===== config.mk =====
export PLATFORM = sky130hd
export DESIGN_NAME = run_ctrl_flat
export DESIGN_NICKNAME = d
export VERILOG_FILES = /design/src/rtl/run_ctrl_pkg.sv /design/src/rtl/run_ctrl_if.sv /design/src/rtl/btn_debounce.sv /design/src/rtl/run_ctrl.sv /design/src/flat_wrapper.sv
export SDC_FILE = /design/constraint.sdc
export NUM_CORES = 1
export LEC_CHECK = 0
export ABC_AREA = 1
export BUFFER_PORTS_ARGS = -buffer_cell sky130_fd_sc_hd__buf_4
export CORE_MARGIN = 2
export CORE_UTILIZATION = 59
export CTS_CLUSTER_DIAMETER = 150
export DETAILED_ROUTE_END_ITERATION = 6
export PLACE_DENSITY_LB_ADDON = 0.15
export SLEW_MARGIN = 20
export SYNTH_ARGS = -nofsm -noshare
export SYNTH_HDL_FRONTEND = slang
export SYNTH_HIERARCHICAL = 1
export SYNTH_SLANG_ARGS = --single-unit

===== constraint.sdc =====
create_clock -name clk_i -period 2.35 [get_ports clk_i]
set_input_delay 0.235 -clock clk_i [delete_from_list [all_inputs] [get_ports clk_i]]
set_output_delay 0.235 -clock clk_i [all_outputs]
set_load 0.005 [all_outputs]

===== src/rtl/run_ctrl_pkg.sv =====
// run_ctrl_pkg: shared types and width helpers for the run-control sequencer.
//   state_t     - FSM state, encoding is visible on state_o (LEDs).
//   cnt_w()     - counter width for a modulus n, never narrower than 1 bit.
//   *_DEFAULT   - board defaults for the prescaler / debounce lengths and
//                 the counter widths they imply.
package run_ctrl_pkg;

  typedef enum logic [1:0] {
    HALT = 2'b00,
    RUN  = 2'b01,
    STEP = 2'b10,
    BRK  = 2'b11
  } state_t;

  localparam int DIV_DEFAULT   = 50_000_000;
  localparam int DEB_DEFAULT   = 1_000_000;
  localparam int DIV_W_DEFAULT = $clog2(DIV_DEFAULT);
  localparam int DEB_W_DEFAULT = $clog2(DEB_DEFAULT);

  // Width of a counter that has to hold 0..n-1.
  function automatic int cnt_w(input int n);
    return (n > 1) ? $clog2(n) : 1;
  endfunction

endpackage


===== src/rtl/run_ctrl_if.sv =====
// run_ctrl_if: bundle between the run-control sequencer and the board/core.
//   slave  - the sequencer: takes the switch/button/breakpoint/PC inputs,
//            drives pc_en_o, state_o, brk_hit_o, retired_o.
//   master - the board/core side, the mirror image.
// Signal names keep the sequencer's _i/_o view on both modports.
interface run_ctrl_if;
  logic        run_i;
  logic        step_i;
  logic        brk_en_i;
  logic [31:0] brk_addr_i;
  logic [31:0] pc_i;
  logic        pc_en_o;
  logic [1:0]  state_o;
  logic        brk_hit_o;
  logic [31:0] retired_o;

  modport slave (
    input  run_i, step_i, brk_en_i, brk_addr_i, pc_i,
    output pc_en_o, state_o, brk_hit_o, retired_o
  );

  modport master (
    output run_i, step_i, brk_en_i, brk_addr_i, pc_i,
    input  pc_en_o, state_o, brk_hit_o, retired_o
  );
endinterface


===== src/rtl/btn_debounce.sv =====
// btn_debounce: push-button conditioner, reusable for any board button.
//   clk_i   board clock
//   rst_ni  async active-low reset
//   btn_i   raw asynchronous button level
//   rise_o  one-cycle pulse when the debounced level goes 0 -> 1
// The level is first passed through a 2-FF synchronizer. The debounced level
// only follows once the synchronized input has disagreed with it for
// DEB_CYCLES consecutive cycles; any agreeing cycle restarts the count, so
// shorter bounces are swallowed and a held button gives exactly one rise.
module btn_debounce #(
  parameter int DEB_CYCLES = 1_000_000
) (
  input  logic clk_i,
  input  logic rst_ni,
  input  logic btn_i,
  output logic rise_o
);
  import run_ctrl_pkg::*;

  localparam int            CW      = cnt_w(DEB_CYCLES);
  localparam logic [CW-1:0] CNT_MAX = CW'(DEB_CYCLES - 1);

  logic [1:0]    sync_q;
  logic [CW-1:0] cnt_q, cnt_d;
  logic          lvl_q, lvl_d;
  logic          lvl_prev_q;

  always_comb begin
    cnt_d = '0;
    lvl_d = lvl_q;
    if (sync_q[1] != lvl_q) begin
      // Last disagreeing cycle of the window: accept the new level.
      if (cnt_q == CNT_MAX) lvl_d = sync_q[1];
      else                  cnt_d = cnt_q + CW'(1);
    end
  end

  always_ff @(posedge clk_i or negedge rst_ni) begin
    if (!rst_ni) begin
      sync_q     <= '0;
      cnt_q      <= '0;
      lvl_q      <= 1'b0;
      lvl_prev_q <= 1'b0;
    end else begin
      sync_q     <= {sync_q[0], btn_i};
      cnt_q      <= cnt_d;
      lvl_q      <= lvl_d;
      lvl_prev_q <= lvl_q;
    end
  end

  assign rise_o = lvl_q & ~lvl_prev_q;

endmodule


===== src/rtl/run_ctrl.sv =====
// run_ctrl: run-control sequencer for the single-cycle core.
// Instead of a divided clock it issues a one-cycle enable, pc_en_o, so the
// PC and all datapath state stay on the board clock.
//   clk_i, rst_ni        board clock, async active-low reset
//   bus.run_i            run switch (async), 1 = free-run
//   bus.step_i           raw step button (async, active-high)
//   bus.brk_en_i/addr_i  PC breakpoint (quasi-static)
//   bus.pc_i             current PC
//   bus.pc_en_o          registered one-cycle PC-update enable
//   bus.state_o          registered FSM state (HALT/RUN/STEP/BRK)
//   bus.brk_hit_o        registered, 1 while in BRK
//   bus.retired_o        pc_en_o pulses since reset, wraps at 2^32
// Build option: define RUN_CTRL_BRK_EN to compile in the breakpoint
// comparator and BRK state; without it the breakpoint inputs are ignored,
// BRK is unreachable and brk_hit_o stays 0.
module run_ctrl
  import run_ctrl_pkg::*;
#(
  parameter int DIV        = DIV_DEFAULT,  // cycles per instruction in RUN, >= 2
  parameter int DEB_CYCLES = DEB_DEFAULT   // stable cycles to accept a button level
) (
  input  logic        clk_i,
  input  logic        rst_ni,
  run_ctrl_if.slave   bus
);

  localparam int            DW      = cnt_w(DIV);
  localparam logic [DW-1:0] DIV_MAX = DW'(DIV - 1);

  state_t        state_q, state_d;
  logic [1:0]    run_sync_q;
  logic          run_s;
  logic          step_p;
  logic [DW-1:0] div_q, div_d;
  logic          tick;
  logic          brk_match;
  logic          pc_en_q, pc_en_d;
  logic          brk_hit_q, brk_hit_d;
  logic [31:0]   retired_q, retired_d;

  // ---------------------------------------------------------------------------
  // Input conditioning
  // ---------------------------------------------------------------------------
  always_ff @(posedge clk_i or negedge rst_ni) begin
    if (!rst_ni) run_sync_q <= '0;
    else         run_sync_q <= {run_sync_q[0], bus.run_i};
  end

  assign run_s = run_sync_q[1];

  btn_debounce #(
    .DEB_CYCLES (DEB_CYCLES)
  ) u_step_deb (
    .clk_i  (clk_i),
    .rst_ni (rst_ni),
    .btn_i  (bus.step_i),
    .rise_o (step_p)
  );

  // ---------------------------------------------------------------------------
  // Prescaler. Held at 0 outside RUN, so every entry to RUN starts a fresh
  // DIV-cycle period and the first pulse lands DIV cycles after entry.
  // ---------------------------------------------------------------------------
  assign tick = (state_q == RUN) && (div_q == DIV_MAX);

  always_comb begin
    if (state_q != RUN || tick) div_d = '0;
    else                        div_d = div_q + DW'(1);
  end

  // ---------------------------------------------------------------------------
  // Breakpoint comparator, only consulted on tick cycles.
  // ---------------------------------------------------------------------------
`ifdef RUN_CTRL_BRK_EN
  assign brk_match = bus.brk_en_i && (bus.pc_i == bus.brk_addr_i);
`else
  logic unused_brk;
  assign unused_brk = ^{bus.brk_en_i, bus.brk_addr_i, bus.pc_i};
  assign brk_match  = 1'b0;
`endif

  // ---------------------------------------------------------------------------
  // FSM: state register
  // ---------------------------------------------------------------------------
  always_ff @(posedge clk_i or negedge rst_ni) begin
    if (!rst_ni) state_q <= HALT;
    else         state_q <= state_d;
  end

  // ---------------------------------------------------------------------------
  // FSM: next state
  // ---------------------------------------------------------------------------
  always_comb begin
    state_d = state_q;
    unique case (state_q)
      HALT: begin
        if (run_s)       state_d = RUN;
        else if (step_p) state_d = STEP;
      end
      RUN: begin
        // Switch-off wins over a coincident tick.
        if (!run_s)                state_d = HALT;
        else if (tick && brk_match) state_d = BRK;
      end
      STEP: state_d = HALT;
      BRK: begin
        // A step executes the breakpoint instruction; run=1 alone cannot
        // leave BRK.
        if (step_p)      state_d = STEP;
        else if (!run_s) state_d = HALT;
      end
      default: state_d = HALT;
    endcase
  end

  // ---------------------------------------------------------------------------
  // FSM: outputs. Computed from the transition so the registered pulse lines
  // up with the cycle the FSM sits in STEP, or the cycle after a RUN tick.
  // ---------------------------------------------------------------------------
  always_comb begin
    pc_en_d   = (state_d == STEP) ||
                ((state_q == RUN) && run_s && tick && !brk_match);
    brk_hit_d = (state_d == BRK);
    retired_d = retired_q + 32'(pc_en_q);
  end

  always_ff @(posedge clk_i or negedge rst_ni) begin
    if (!rst_ni) begin
      div_q     <= '0;
      pc_en_q   <= 1'b0;
      brk_hit_q <= 1'b0;
      retired_q <= '0;
    end else begin
      div_q     <= div_d;
      pc_en_q   <= pc_en_d;
      brk_hit_q <= brk_hit_d;
      retired_q <= retired_d;
    end
  end

  assign bus.pc_en_o   = pc_en_q;
  assign bus.state_o   = state_q;
  assign bus.brk_hit_o = brk_hit_q;
  assign bus.retired_o = retired_q;

endmodule

===== src/flat_wrapper.sv =====
// flat-port wrapper written by rule: the top's interface ports become plain ports
module run_ctrl_flat import run_ctrl_pkg::*;
#(
  parameter int DIV        = DIV_DEFAULT,                                        
  parameter int DEB_CYCLES = DEB_DEFAULT                                            
)
  (clk_i, rst_ni, bus_run_i, bus_step_i, bus_brk_en_i, bus_brk_addr_i, bus_pc_i, bus_pc_en_o, bus_state_o, bus_brk_hit_o, bus_retired_o);
  run_ctrl_if bus_i ();
  input  logic clk_i;
  input  logic rst_ni;
  input wire logic [$bits(bus_i.run_i)-1:0] bus_run_i;
  input wire logic [$bits(bus_i.step_i)-1:0] bus_step_i;
  input wire logic [$bits(bus_i.brk_en_i)-1:0] bus_brk_en_i;
  input wire logic [$bits(bus_i.brk_addr_i)-1:0] bus_brk_addr_i;
  input wire logic [$bits(bus_i.pc_i)-1:0] bus_pc_i;
  output wire logic [$bits(bus_i.pc_en_o)-1:0] bus_pc_en_o;
  output wire logic [$bits(bus_i.state_o)-1:0] bus_state_o;
  output wire logic [$bits(bus_i.brk_hit_o)-1:0] bus_brk_hit_o;
  output wire logic [$bits(bus_i.retired_o)-1:0] bus_retired_o;
  assign bus_i.run_i = bus_run_i;
  assign bus_i.step_i = bus_step_i;
  assign bus_i.brk_en_i = bus_brk_en_i;
  assign bus_i.brk_addr_i = bus_brk_addr_i;
  assign bus_i.pc_i = bus_pc_i;
  assign bus_pc_en_o = bus_i.pc_en_o;
  assign bus_state_o = bus_i.state_o;
  assign bus_brk_hit_o = bus_i.brk_hit_o;
  assign bus_retired_o = bus_i.retired_o;
  run_ctrl #(.DIV(DIV), .DEB_CYCLES(DEB_CYCLES)) u_core (.clk_i(clk_i), .rst_ni(rst_ni), .bus(bus_i));
endmodule

==> flow_metrics.tcl <==
set metrics [dict create \
    synth.top_cells.by_area "dfrtp_1 (46%), nand2_1 (13%), nor2_1 (10%)" \
    power.leakage_nw 2.45 \
    critPathSlowestCell "dfrtp_1" \
    place_congestion 0.933 \
    clk_pin_slew_ns 0.08 \
    avgViaCountPerCell 5.22 \
    fin_area_sq_mm 0.00551 \
    synth_seq_area_share_pct 45.7 \
    core-area_sq_mm 0.00781 \
    slew_headroom_pct 62.2 \
    endpoint_kind "flop" \
    ctsResizeCount 0 \
    required_ns 2.63 \
    r2r_end "u_core/bus.retired_o[18]" \
    initial_core_util_pct 61.7 \
    avgSynthCellArea_sq_um 7.79 \
    antenna_cells 0 \
    post-route-drc-count 0 \
    synth.top_cells.by_count "nand2_1 (168), nor2_1 (133), dfrtp_1 (88)" \
    hold-path-endpoint "u_core/u_step_deb/sync_q[1]" \
    layout-drive-gt1-share_pct 16.1 \
    multi_input_area_sq_mm 0.00235 \
    tns_ns 0 \
    io_pins 105 \
    r2r_slack_ns 0.56 \
    regArea_sq_mm 0.00220 \
    ff2ff_path_depth 7 \
    drt_wl_total_um 10300 \
    max_freq_mhz 560 \
    numClockSinks 88 \
    outcome "finished, final reports clean" \
    setup_viol 0 \
    worst_hold_startpoint "u_core/u_step_deb/sync_q[0]" \
    post-cts-setup-buffers 0 \
    die_area_sq_mm 0.00891 \
    grt_max_degree 46 \
    grt_pass1_vias 3893 \
    fin_crit_ns 1.79 \
    clock_path_buffers 2 \
    rsz0062_at_grt "no" \
    drt_iter0_drc 230 \
    dr_total_vias 4061 \
    crit_top_cell "ha_1" \
    dr.pass1.iters 4 \
    maxSlewViolCount 0 \
    r2r_start "u_core/bus.pc_en_o" \
    cap_violations 0 \
    ant_nets 0 \
    fillCellCount 621 \
    netlist_area_sq_mm 0.00482 \
    async_flop_share_pct 100 \
    area_growth_pct 14.3 \
    grt.overflow.total 0 \
    antenna_found_initial 0 \
    critPathLaunchType "flop" \
    routedWlPerCell_um 13.2 \
    synth-seq-cells 88 \
    ys.flop_type "dfrtp_1" \
    synth_cell_types 30 \
    placed_cells 759 \
    die_w_um 94.4 \
    powerDensity_mw_per_mm2 534 \
    grt_pass1_wl_um 17500 \
    cp_max_fo 4 \
    place_area_sq_mm 0.00523 \
    critical_path_class "flop to flop" \
    synth.largest_area_cell "dfrtp_1" \
    die_h_um 94.4 \
    synthCells 619 \
    ir_worst_vdd_mv 0.406 \
    yosysWarningCount 6 \
    skew_ns 0.0107 \
    fin_nets 744 \
    finalNonFillerCells 778 \
    synth-edff-count 0 \
    clockRootBuffer "clkbuf_8" \
    num_rows 32 \
    clock_latency_ns 0.36 \
    yosys.area.top_type_share_pct 45.7 \
    synth.most_common_cell "nand2_1" \
    grt_use_total_pct 25.0 \
    syn_nets 692 \
    cp_cell_sequence "ha_1 > ha_1 > nand3_2 > nor2_2 > nand2_1 > nor2_1 > xor2_1" \
    fin_crit_sh_pct 76.1 \
    max_stage_delay_ns 0.41 \
    h-tree-depth 3 \
    portBuffers 39 \
    cp.arrival_ns 2.07 \
    hold_depth 0 \
    dp_hpwl_um 7570 \
    crit_family "simple AND/OR/NAND/NOR gates" \
    hp-class "flop to flop" \
    finalHoldViolCount 0 \
    cp.buffers_inverters 0 \
    cts_buffers 9 \
    tritoncts "done" \
    tightest_slew_ns 0.567 \
    p_total_w 0.00294 \
]
## worst register-to-register path: cells and delay by family, from the launching register on
| kind | cells | cell delay (ns) |
|---|---|---|
| xor+xnor | 1 | 0.16 |
| fa+ha+maj | 2 | 0.47 |
| flops | 1 | 0.41 |
| simple gates | 4 | 0.68 |
## cells in the final DEF, fill, tap and decap left out, drive strengths merged, types with 2 or more instances in the layout
master and count:
nand2 180, nor3b 2, nand3 33, and2 2, dfrtp 88, nand4 7, bufinv 3, buf 40
nand3b 6, inv 63, nor2 162, o21ai 8, nor3 8, xnor2 19, xor2 27, dlygate4sd3 3
a21oi 5, ha 4, clkbuf 10
## through the flow
step                utilization, %  hold slack (ns)  worst slack [ns]
finish                        70.6            0.356             0.563
global route                  70.6            0.363             0.419
CTS                           70.6            0.360             0.561
detailed placement            66.9            0.271             0.581
global placement              66.9            0.265             0.608
floorplan                        -          -0.0606             0.856
## state kept, by name (all words and copies together) (netlist names), 2 cells and up
name / flops
u_core/bus.state_o: 2
u_core/u_step_deb/cnt_q: 20
u_core/div_q: 26
u_core/run_sync_q: 2
u_core/u_step_deb/sync_q: 2
u_core/bus.retired_o: 32
## kinds of logic after synthesis
kind of cell    after synthesis  synth area share (%)
compound gates               14                  1.51
xor+xnor                     46                  8.51
fa+ha+maj                     4                  1.04
buf+inv                      64                  5.55
flops                        88                  45.7
simple gates                403                  37.7
## area by class of cell
type / count / share of cell area, %
multi-input combinational: 467 / 42.7
sequential: 88 / 40.0
clock buffer: 10 / 2.50
inverter: 62 / 4.22
clock inverter: 6 / 2.09
timing repair buffer: 43 / 6.22
tap: 102 / 2.32
## report_power, final
group	leakage, nW	switching (W)	internal [W]
Sequential	1.21	0.0000123	0.00153
Clock	0.123	0.000556	0.000741
Combinational	1.12	0.0000737	0.0000298
Total	2.45	0.000642	0.00230
## worst max-delay path by stage
stage | end | slack (ns) | from | depth (start not counted)
6_report | u_core/bus.retired_o[18] | 0.56 | u_core/bus.pc_en_o | 7
4_1_cts | u_core/bus.retired_o[18] | 0.56 | u_core/bus.pc_en_o | 7
3_5_place_dp | u_core/bus.retired_o[18] | 0.58 | u_core/bus.pc_en_o | 7
5_1_grt | u_core/bus.retired_o[18] | 0.42 | u_core/bus.pc_en_o | 7
2_1_floorplan | u_core/div_q[11] | 0.86 | u_core/div_q[0] | 9
3_3_place_gp | u_core/bus.retired_o[18] | 0.61 | u_core/bus.pc_en_o | 7
## per-layer routing
metal | global-route usage, % | share of wire (%)
met5 | 0 | 0
met4 | 10.0 | 2.0
met3 | 3.43 | 5.5
met2 | 41.0 | 47
met1 | 34.0 | 46
## repair_timing
item,4_1_cts,5_1_grt
endpoints found under the hold margin,45,0
setup endpoints to repair,0,0
hold buffers,3,0
Power figures use the tool's default switching activity.
